<file path="src/rtl/sm3_blk_asm_if.sv">
// sm3_blk_asm_if: padder-side beat stream and compression-side block handshake
interface sm3_blk_asm_if #(parameter int INPT_DW = 32);
  logic [INPT_DW-1:0] pad_d_i;
  logic               pad_vld_i;
  logic               pad_lst_i;
  logic               pad_ena_o;
  logic [511:0]       blk_d_o;
  logic               blk_vld_o;
  logic               blk_rdy_i;
  logic               blk_fst_o;
  logic               blk_lst_o;
  logic               ovf_err_o;
  logic               frm_err_o;
  logic               err_clr_i;
  modport master (
    output pad_d_i, pad_vld_i, pad_lst_i, blk_rdy_i, err_clr_i,
    input  pad_ena_o, blk_d_o, blk_vld_o, blk_fst_o, blk_lst_o, ovf_err_o, frm_err_o
  );
  modport slave (
    input  pad_d_i, pad_vld_i, pad_lst_i, blk_rdy_i, err_clr_i,
    output pad_ena_o, blk_d_o, blk_vld_o, blk_fst_o, blk_lst_o, ovf_err_o, frm_err_o
  );
endinterface

</file>
<file path="src/rtl/sm3_blk_asm.sv">
// sm3_blk_asm: assembles padded SM3 beats into 512-bit blocks through a fill/hold double buffer
module sm3_blk_asm #(parameter int INPT_DW = 32) (
  input logic         clk,
  input logic         rst_n,
  sm3_blk_asm_if.slave bus
);
  localparam int WPB = INPT_DW / 32;
  if (INPT_DW != 32 && INPT_DW != 64) begin : g_bad_dw
    $error("sm3_blk_asm: INPT_DW must be 32 or 64");
  end
  logic [31:0]  fill_w [16];
  logic [4:0]   fill_cnt;
  logic         fill_fst, fill_lst, fst_pend;
  logic [511:0] hold_d;
  logic         hold_vld, hold_fst, hold_lst;
  logic         ovf_err, frm_err;
  logic         xfer, wr, drop, cmpl, frm_fire;
  logic [4:0]   wr_idx;
  logic [511:0] fill_pk;
  // transfer/write qualification; a transfer frees the fill register for a same-cycle beat at W0
  always_comb begin
    xfer = fill_cnt == 5'd16 && (!hold_vld || bus.blk_rdy_i);
    wr_idx = xfer ? 5'd0 : fill_cnt;
    wr = bus.pad_vld_i && (fill_cnt != 5'd16 || xfer);
    drop = bus.pad_vld_i && !wr;
    cmpl = wr_idx + 5'(WPB) == 5'd16;
    frm_fire = wr && bus.pad_lst_i && !cmpl;
    fill_pk = '0;
    for (int i = 0; i < 16; i++) fill_pk[511-32*i -: 32] = fill_w[i];
  end
  // fill register: word capture, block flags, partial-block discard on a misframed last beat
  always_ff @(posedge clk or negedge rst_n) begin
    if (!rst_n) begin
      fill_cnt <= '0;
      fill_fst <= 1'b0;
      fill_lst <= 1'b0;
      fst_pend <= 1'b1;
      for (int i = 0; i < 16; i++) fill_w[i] <= '0;
    end else if (wr) begin
      for (int j = 0; j < WPB; j++) fill_w[4'(wr_idx + 5'(j))] <= bus.pad_d_i[INPT_DW-1-32*j -: 32];
      fill_cnt <= frm_fire ? 5'd0 : wr_idx + 5'(WPB);
      fill_lst <= bus.pad_lst_i && cmpl;
      if (wr_idx == 5'd0) fill_fst <= fst_pend;
      fst_pend <= bus.pad_lst_i || (fst_pend && wr_idx != 5'd0);
    end else if (xfer) begin
      fill_cnt <= '0;
    end
  end
  // hold register presented to the compression core; stable until accepted
  always_ff @(posedge clk or negedge rst_n) begin
    if (!rst_n) begin
      hold_d <= '0;
      hold_vld <= 1'b0;
      hold_fst <= 1'b0;
      hold_lst <= 1'b0;
    end else if (xfer) begin
      hold_d <= fill_pk;
      hold_vld <= 1'b1;
      hold_fst <= fill_fst;
      hold_lst <= fill_lst;
    end else if (bus.blk_rdy_i) begin
      hold_vld <= 1'b0;
    end
  end
  // sticky error flags; a new error in the clearing cycle wins
  always_ff @(posedge clk or negedge rst_n) begin
    if (!rst_n) begin
      ovf_err <= 1'b0;
      frm_err <= 1'b0;
    end else begin
      ovf_err <= drop || (ovf_err && !bus.err_clr_i);
      frm_err <= frm_fire || (frm_err && !bus.err_clr_i);
    end
  end
  assign bus.blk_d_o = hold_d;
  assign bus.blk_vld_o = hold_vld;
  assign bus.blk_fst_o = hold_fst;
  assign bus.blk_lst_o = hold_lst;
  assign bus.pad_ena_o = ~hold_vld;
  assign bus.ovf_err_o = ovf_err;
  assign bus.frm_err_o = frm_err;
endmodule
</file>
<file path="src/flat_wrapper.sv">
// flat-port wrapper written by rule: the top's interface ports become plain ports
module sm3_blk_asm_flat 
#(parameter int INPT_DW = 32)
  (clk, rst_n, bus_pad_d_i, bus_pad_vld_i, bus_pad_lst_i, bus_blk_rdy_i, bus_err_clr_i, bus_pad_ena_o, bus_blk_d_o, bus_blk_vld_o, bus_blk_fst_o, bus_blk_lst_o, bus_ovf_err_o, bus_frm_err_o);
  sm3_blk_asm_if #(.INPT_DW(INPT_DW)) bus_i ();
  input logic clk;
  input logic rst_n;
  input wire logic [$bits(bus_i.pad_d_i)-1:0] bus_pad_d_i;
  input wire logic [$bits(bus_i.pad_vld_i)-1:0] bus_pad_vld_i;
  input wire logic [$bits(bus_i.pad_lst_i)-1:0] bus_pad_lst_i;
  input wire logic [$bits(bus_i.blk_rdy_i)-1:0] bus_blk_rdy_i;
  input wire logic [$bits(bus_i.err_clr_i)-1:0] bus_err_clr_i;
  output wire logic [$bits(bus_i.pad_ena_o)-1:0] bus_pad_ena_o;
  output wire logic [$bits(bus_i.blk_d_o)-1:0] bus_blk_d_o;
  output wire logic [$bits(bus_i.blk_vld_o)-1:0] bus_blk_vld_o;
  output wire logic [$bits(bus_i.blk_fst_o)-1:0] bus_blk_fst_o;
  output wire logic [$bits(bus_i.blk_lst_o)-1:0] bus_blk_lst_o;
  output wire logic [$bits(bus_i.ovf_err_o)-1:0] bus_ovf_err_o;
  output wire logic [$bits(bus_i.frm_err_o)-1:0] bus_frm_err_o;
  assign bus_i.pad_d_i = bus_pad_d_i;
  assign bus_i.pad_vld_i = bus_pad_vld_i;
  assign bus_i.pad_lst_i = bus_pad_lst_i;
  assign bus_i.blk_rdy_i = bus_blk_rdy_i;
  assign bus_i.err_clr_i = bus_err_clr_i;
  assign bus_pad_ena_o = bus_i.pad_ena_o;
  assign bus_blk_d_o = bus_i.blk_d_o;
  assign bus_blk_vld_o = bus_i.blk_vld_o;
  assign bus_blk_fst_o = bus_i.blk_fst_o;
  assign bus_blk_lst_o = bus_i.blk_lst_o;
  assign bus_ovf_err_o = bus_i.ovf_err_o;
  assign bus_frm_err_o = bus_i.frm_err_o;
  sm3_blk_asm #(.INPT_DW(INPT_DW)) u_core (.clk(clk), .rst_n(rst_n), .bus(bus_i));
endmodule
</file>
<file path="config.mk">
export PLATFORM = sky130hd
export DESIGN_NAME = sm3_blk_asm_flat
export DESIGN_NICKNAME = d
export VERILOG_FILES = /design/src/rtl/sm3_blk_asm_if.sv /design/src/rtl/sm3_blk_asm.sv /design/src/flat_wrapper.sv
export SDC_FILE = /design/constraint.sdc
export NUM_CORES = 1
export LEC_CHECK = 0
export ABC_AREA = 1
export ABC_CLOCK_PERIOD_IN_PS = 4210
export BUFFER_PORTS_ARGS = -buffer_cell sky130_fd_sc_hd__buf_2
export CAP_MARGIN = 20
export CORE_UTILIZATION = 60
export CTS_CLUSTER_SIZE = 25
export DETAILED_ROUTE_END_ITERATION = 16
export PLACE_DENSITY = 0.94
export SYNTH_ARGS = -nofsm -noshare
export SYNTH_HDL_FRONTEND = slang
export SYNTH_SLANG_ARGS = --single-unit
</file>
<file path="constraint.sdc">
create_clock -name clk -period 4.21 [get_ports clk]
set_input_delay 0.421 -clock clk [delete_from_list [all_inputs] [get_ports clk]]
set_output_delay 0.421 -clock clk [all_outputs]
set_load 0.03 [all_outputs]
</file>
==> Word level (Yosys, flattened, before mapping) <==
Index checks and enable logic that the tools add are counted.
{ "classes": {"n_eq_ne": 3, "addsub": 1, "reduce_logical": 23, "n_lt_le_gt_ge": 2, "muxes": 8, "n_bitwise": 2} }
{ "op_table": {"columns": ["op", "count"], "rows": [
  ["bitwise mux 512 bit", 1],
  ["demux 32 bit (select 4 bit)", 1],
  ["two-way mux 32 bit", 1],
  ["two-way mux 5 bit", 3],
  ["== test 5 bit (second input constant)", 2],
  ["logical AND 1 bit", 10],
  ["adder 5 x 1 -> 5 bit (second input constant)", 1],
  ["greater-or-equal comparator 5 bit (second input constant)", 1],
  ["logical NOT 5 bit", 1],
  ["logical OR 1 bit", 5],
  ["< comparator 5 x 1 -> 1 bit (second input constant)", 1],
  ["inequality test 5 bit (second input constant)", 1],
  ["inverter 4 -> 5 bit", 1],
  ["nonzero test 5 bit", 1],
  ["logical NOT 1 bit", 4],
  ["two-way mux 1 bit", 2],
  ["AND reduction 2 bit", 1],
  ["nonzero test 2 bit", 1],
  ["inverter 1 bit", 1]
]} }
{ "word_totals": {"output_inout_bits": 518, "word_cells": 65, "regBits": 1037, "inputBits": 38} }

==> Longest topological paths before layout <==
{ "depth": {"depth_word": 10, "mapped_depth": 14, "mapped_depth_nobuf": 13} }

==> Least setup slack after synthesis <==
OpenSTA, ideal clock, no wires.
{ "synth_timing": {"path_type": "register -> register", "start": "register u_core.fill_cnt[0]", "end": "register u_core.hold_d[154] (netlist: u_core.bus.blk_d_o[154])", "setup_ns": 0.125, "period_less_slack_ns": 1.820, "path_slack_ns": 2.390, "required_ns": 4.085, "t_arrival_ns": 1.696, "n_path_buf": 2, "stages_incl_launch_ff": 9, "path_cell_list": "dfrtp_1 -> inv_1 -> ha_1 -> nand2_1 -> inv_1 -> nand3_2 -> clkbuf_1 -> buf_2 -> mux2_2"} }
{ "synth_between": {"elab_chain_cells": 2} }
{ "synth_lines": {"columns": ["item", "line_no", "text"], "rows": [
  ["from (decl)", "sm3_blk_asm.sv:12", "logic [4:0] fill_cnt;"],
  ["from (signal assigned)", "sm3_blk_asm.sv:41", "fill_cnt <= frm_fire ? 5'd0 : wr_idx + 5'(WPB);"],
  ["== test 5 bit", "sm3_blk_asm.sv:22", "xfer = fill_cnt == 5'd16 && (!hold_vld || bus.blk_rdy_i);"],
  ["logical AND 1 bit", "sm3_blk_asm.sv:22", null],
  ["to (signal assigned)", "sm3_blk_asm.sv:57", "hold_d <= fill_pk;"],
  ["to (decl)", "sm3_blk_asm.sv:14", "logic [511:0] hold_d;"]
]} }
No other way between the ends.
A chain may end at the register's enable or synchronous reset.

==> Worst setup path after layout <==
{ "layout_timing": {"start": "register u_core.fill_cnt[2]", "end": "register u_core.fill_w, in the netlist u_core.fill_pk[107]"} }
{ "layout_between": {"elab_chain_cells": 9, "elab_cells_between_ends": 13, "classes_between": "2 x order compare; 2 x eq/ne; 4 x mux; 1 x bitwise; 4 x reduce/logical"} }
{ "layout_lines": {"columns": ["item", "line_no", "text"], "rows": [
  ["== test 5 bit", "sm3_blk_asm.sv:22", null],
  ["logical AND 1 bit", "sm3_blk_asm.sv:22", null],
  ["two-way mux 5 bit", null, null],
  ["inverter 4 -> 5 bit (not written as such)", "sm3_blk_asm.sv:40", "for (int j = 0; j < WPB; j++) fill_w[4'(wr_idx + 5'(j))] <= bus.pad_d_i[INPT_DW-1-32*j -: 32];"],
  ["greater-or-equal comparator 5 bit (not written as such) or < comparator 5 x 1 -> 1 bit (tied branches)", "sm3_blk_asm.sv:40", null],
  ["logical AND 1 bit (not written as such)", "sm3_blk_asm.sv:40", null],
  ["two-way mux 32 bit (not written as such)", "sm3_blk_asm.sv:40", null],
  ["demux 32 bit (select 4 bit)", "sm3_blk_asm.sv:40", null],
  ["bitwise mux 512 bit", "sm3_blk_asm.sv:40", null],
  ["to (decl)", "sm3_blk_asm.sv:11", "logic [31:0] fill_w [16];"]
]} }
Several ways; a longest one is shown, not always the timed one.

==> results by group <==
Finish
  – Multi-input gate area: 10800 um2
  – P&R area growth vs syn: 18.8%
  – Layout Nets: 3524
  – Fill count: 3483
  – Sequential cell area: 26000 um2
  – Fraction of final layout cells sized beyond drive strength 1: 35.2%
  – Final core occ: 72.6%

Drt
  – DR vias/cell: 5.98
  – Antenna viol nets, final: 0
  – Initial detailed-routing violation count: 2663
  – Final wirelength: 105000 um
  – Via count: 26328
  – Wire per inst: 23.9 um
  – Drt drc: 0
  – Pre-antenna DRT Iters: 5

Clock tree
  – Cts repair resizes: 0
  – Clock-pin slew on the worst setup and hold paths: 0.06 ns
  – CTS tree: done
  – Clock Latency Late Sink: 0.66 ns
  – Hold_buf cts: 21
  – Clock sinks: 1037
  – CTS Root Cell: clkbuf_16
  – CTS Buf Count: 97
  – H-tree Lvls: 3
  – Clock Tree Buf Depth: 3
  – Setup repair bufs after CTS: 0

Yosys
  – FF+latch count, synth: 1037
  – Syn nets: 3005
  – Async S/R FF share, synth: 100%
  – Most frequent cell after synthesis: dfrtp_1
  – Synth top area share: 68.4%
  – Post-synth EDFFs: 0
  – Synth area leader: dfrtp_1
  – Cells after Synth: 2961
  – Sequential area share after synthesis: 68.5%
  – Largest cells by area after synthesis: dfrtp_1, mux2_2, nand2_1, o21ai_0, o21ai_1
  – Synth Warn #: 0
  – Post-synthesis cell area: 37900 um2
  – Primary FF master, synth: dfrtp_1
  – Count of cell types in the netlist: 30
  – Most frequent cells after synthesis: dfrtp_1, nand2_1, mux2_2
  – Avg Cell Area, Syn: 12.8 um2

Critical path
  – Critical path, cell by cell: nor2_8 > nand4_2 > nand2_2 > inv_4 > nand4_4 > o21ai_0
  – Slowest cell delay on critical path: 0.91 ns
  – Worst flop-to-flop path startpoint: u_core.fill_cnt[2]
  – Path depth of the worst reg2reg path: 6
  – Worst r2r dst: u_core.fill_pk[107]
  – Required @ worst endpoint: 4.73 ns
  – Crit Path Max Fanout: 64
  – Crit. End Element: flop
  – Buffers and inverters on the worst path: 1
  – CP max-delay cell: dfrtp_1
  – Delay-heaviest family, CP: simple AND/OR/NAND/NOR gates
  – Startpoint Class: flop
  – Data arrival, critical path: 3.83 ns
  – R2R setup slack: 0.89 ns
  – Worst setup path category: flop to flop

Min path
  – HP Start: bus_pad_d_i[9]
  – Hold path depth: 3
  – Hold endpoint: u_core.fill_pk[489]
  – Hold Path Class: primary input to flop

Power
  – Psw: 10500 uW
  – PnR Total Power: 31000 uW
  – Combinational share of power: 23.1%
  – Clock power share: 30.2%
  – Leak: 0.0242 uW
  – Switching Fraction: 33.8%
  – Flop pwr share: 46.7%
  – Pint: 20500 uW
  – Pwr Density: 689 nW/um2
  – VDD IR max: 0.000475 V

GRT
  – Global Route Usage Sum: 33.2%
  – GRT Residual Overflow: 0
  – Vias in the first global route: 27850
  – Initial antenna violation count: 4
  – Largest net degree at the start of global routing: 115
  – Global-route wire length before repair: 161000 um

Timing
  – Max frequency: 0.302 GHz
  – Worst Tran Pin Value: 1.15 ns
  – Fin crit period: 3.32 ns
  – Final hold vios: 0
  – Normalized max-slew margin: 23.3%
  – Post-route worst setup slack: 0.894 ns
  – # setup viols final: 0
  – Max Clock Skew: 0.0241 ns
  – Post-Route Setup TNS: 0 ns
  – Final worst-path cycle share: 78.8%
  – RSZ-0062 raised after global routing: false
  – Max Slew Vio Count: 0

Placement
  – IO Port Bufs: 555
  – GP Congestion: 0.862
  – Pre-CTS WS: 0.927 ns
  – Placed wire-length estimate: 63700 um

Outcome
  – Status: finished, final reports clean

Die
  – Die area: 64200 um2
  – Initial Util: 61.1%
  – Placeable Area: 62100 um2
  – Die Ht: 253 um
  – Rows: 91
  – Boundary Pins: 556
  – DIE WIDTH: 253 um

Job
  – Max-cap violations: 0
-- cells by family (layout without fill, tap and decap cells) --
family / after synthesis / count (layout) / share of synthesized area [%]
compound gates: 551 / 551 / 7.28
xor+xnor: 1 / 1 / 0.0231
fa+ha+maj: 6 / 6 / 0.198
buf+inv: 278 / 877 / 3.20
flops: 1037 / 1037 / 68.5
mux: 480 / 480 / 14.3
other cells: 0 / 3 / 0
simple gates: 608 / 608 / 6.59
-- metrics by stage --
stage	hold WS, ns	cell area, um2	cells
floorplan	0.125	37900	2961
global placement	0.452	41400	4197
detailed placement	0.460	41400	4197
CTS	0.00000117	45000	4397
global route	0.0148	45000	4400
finish	0.0325	45000	4400
-- metal layers --
layer  part of all wire, %  routed length, um  track usage [%]  vias up
met5                     0                  0                0        -
met4                   7.7               8090             24.0        0
met3                   7.1               7490             6.91      479
met2                    50              52700             55.0     1491
met1                    35              36800             38.4    13413
li1                      -                  -                -    10945
-- final cells by class --
type | instances | area share [%]
inverters | 83 | 0.697
well taps | 837 | 2.33
flip-flops and latches | 1037 | 57.6
clock inverters | 35 | 1.26
diodes | 3 | 0.0167
multi-input cells | 1646 | 24.0
repair buffers | 615 | 7.72
clock buffers | 144 | 6.34
-- worst max path at each step --
stage          depth (start not counted)                      end          startpoint  slack (ns)
2_1_floorplan                          8  u_core.bus.blk_d_o[154]  u_core.fill_cnt[0]        2.39
3_3_place_gp                           8       u_core.fill_pk[79]  u_core.fill_cnt[2]        1.13
3_5_place_dp                           6      u_core.fill_pk[122]  u_core.fill_cnt[2]        0.93
4_1_cts                                6      u_core.fill_pk[107]  u_core.fill_cnt[2]        0.86
5_1_grt                                6      u_core.fill_pk[105]  u_core.fill_cnt[2]        0.68
6_report                               6      u_core.fill_pk[107]  u_core.fill_cnt[2]        0.89
-- power groups by stage --
stage | clock network, uW | registers (uW) | logic (uW)
after floorplan | 0 | 16100 | 2610
after global placement | 0 | 14200 | 6570
after detailed placement | 0 | 14400 | 6970
after CTS | 9410 | 14400 | 7150
after global routing | 9810 | 14700 | 7700
final | 9370 | 14500 | 7180
-- layout by cell type (no fill, tap or decap), types with 2 or more instances in the layout --
cell type         n
dfrtp_1        1036
buf_2           554
nand4_2           2
nor2_1            7
nand3_1           6
buf_4            24
nand2_2           2
ha_1              6
clkbuf_1         24
clkbuf_8         21
inv_1            81
mux2_2          480
nand3_4           4
buf_12           15
inv_6             2
nand2_1         573
clkinvlp_4        4
clkbuf_16        99
o21ai_1         174
o21ai_0         374
bufinv_16        13
diode_2           3
nand3b_4          4
clkinv_2         13
dlygate4sd3_1    21
nand4_4           6
o22ai_1           2
-- worst register-to-register path, stage by stage (launching register included) --
cell and delay (ns):
dfrtp_1 0.91, nor2_8 0.14, nand4_2 0.15, nand2_2 0.18
inv_4 0.36, nand4_4 0.84, o21ai_0 0.61
Note: power is estimated with default switching activity, not from simulation.
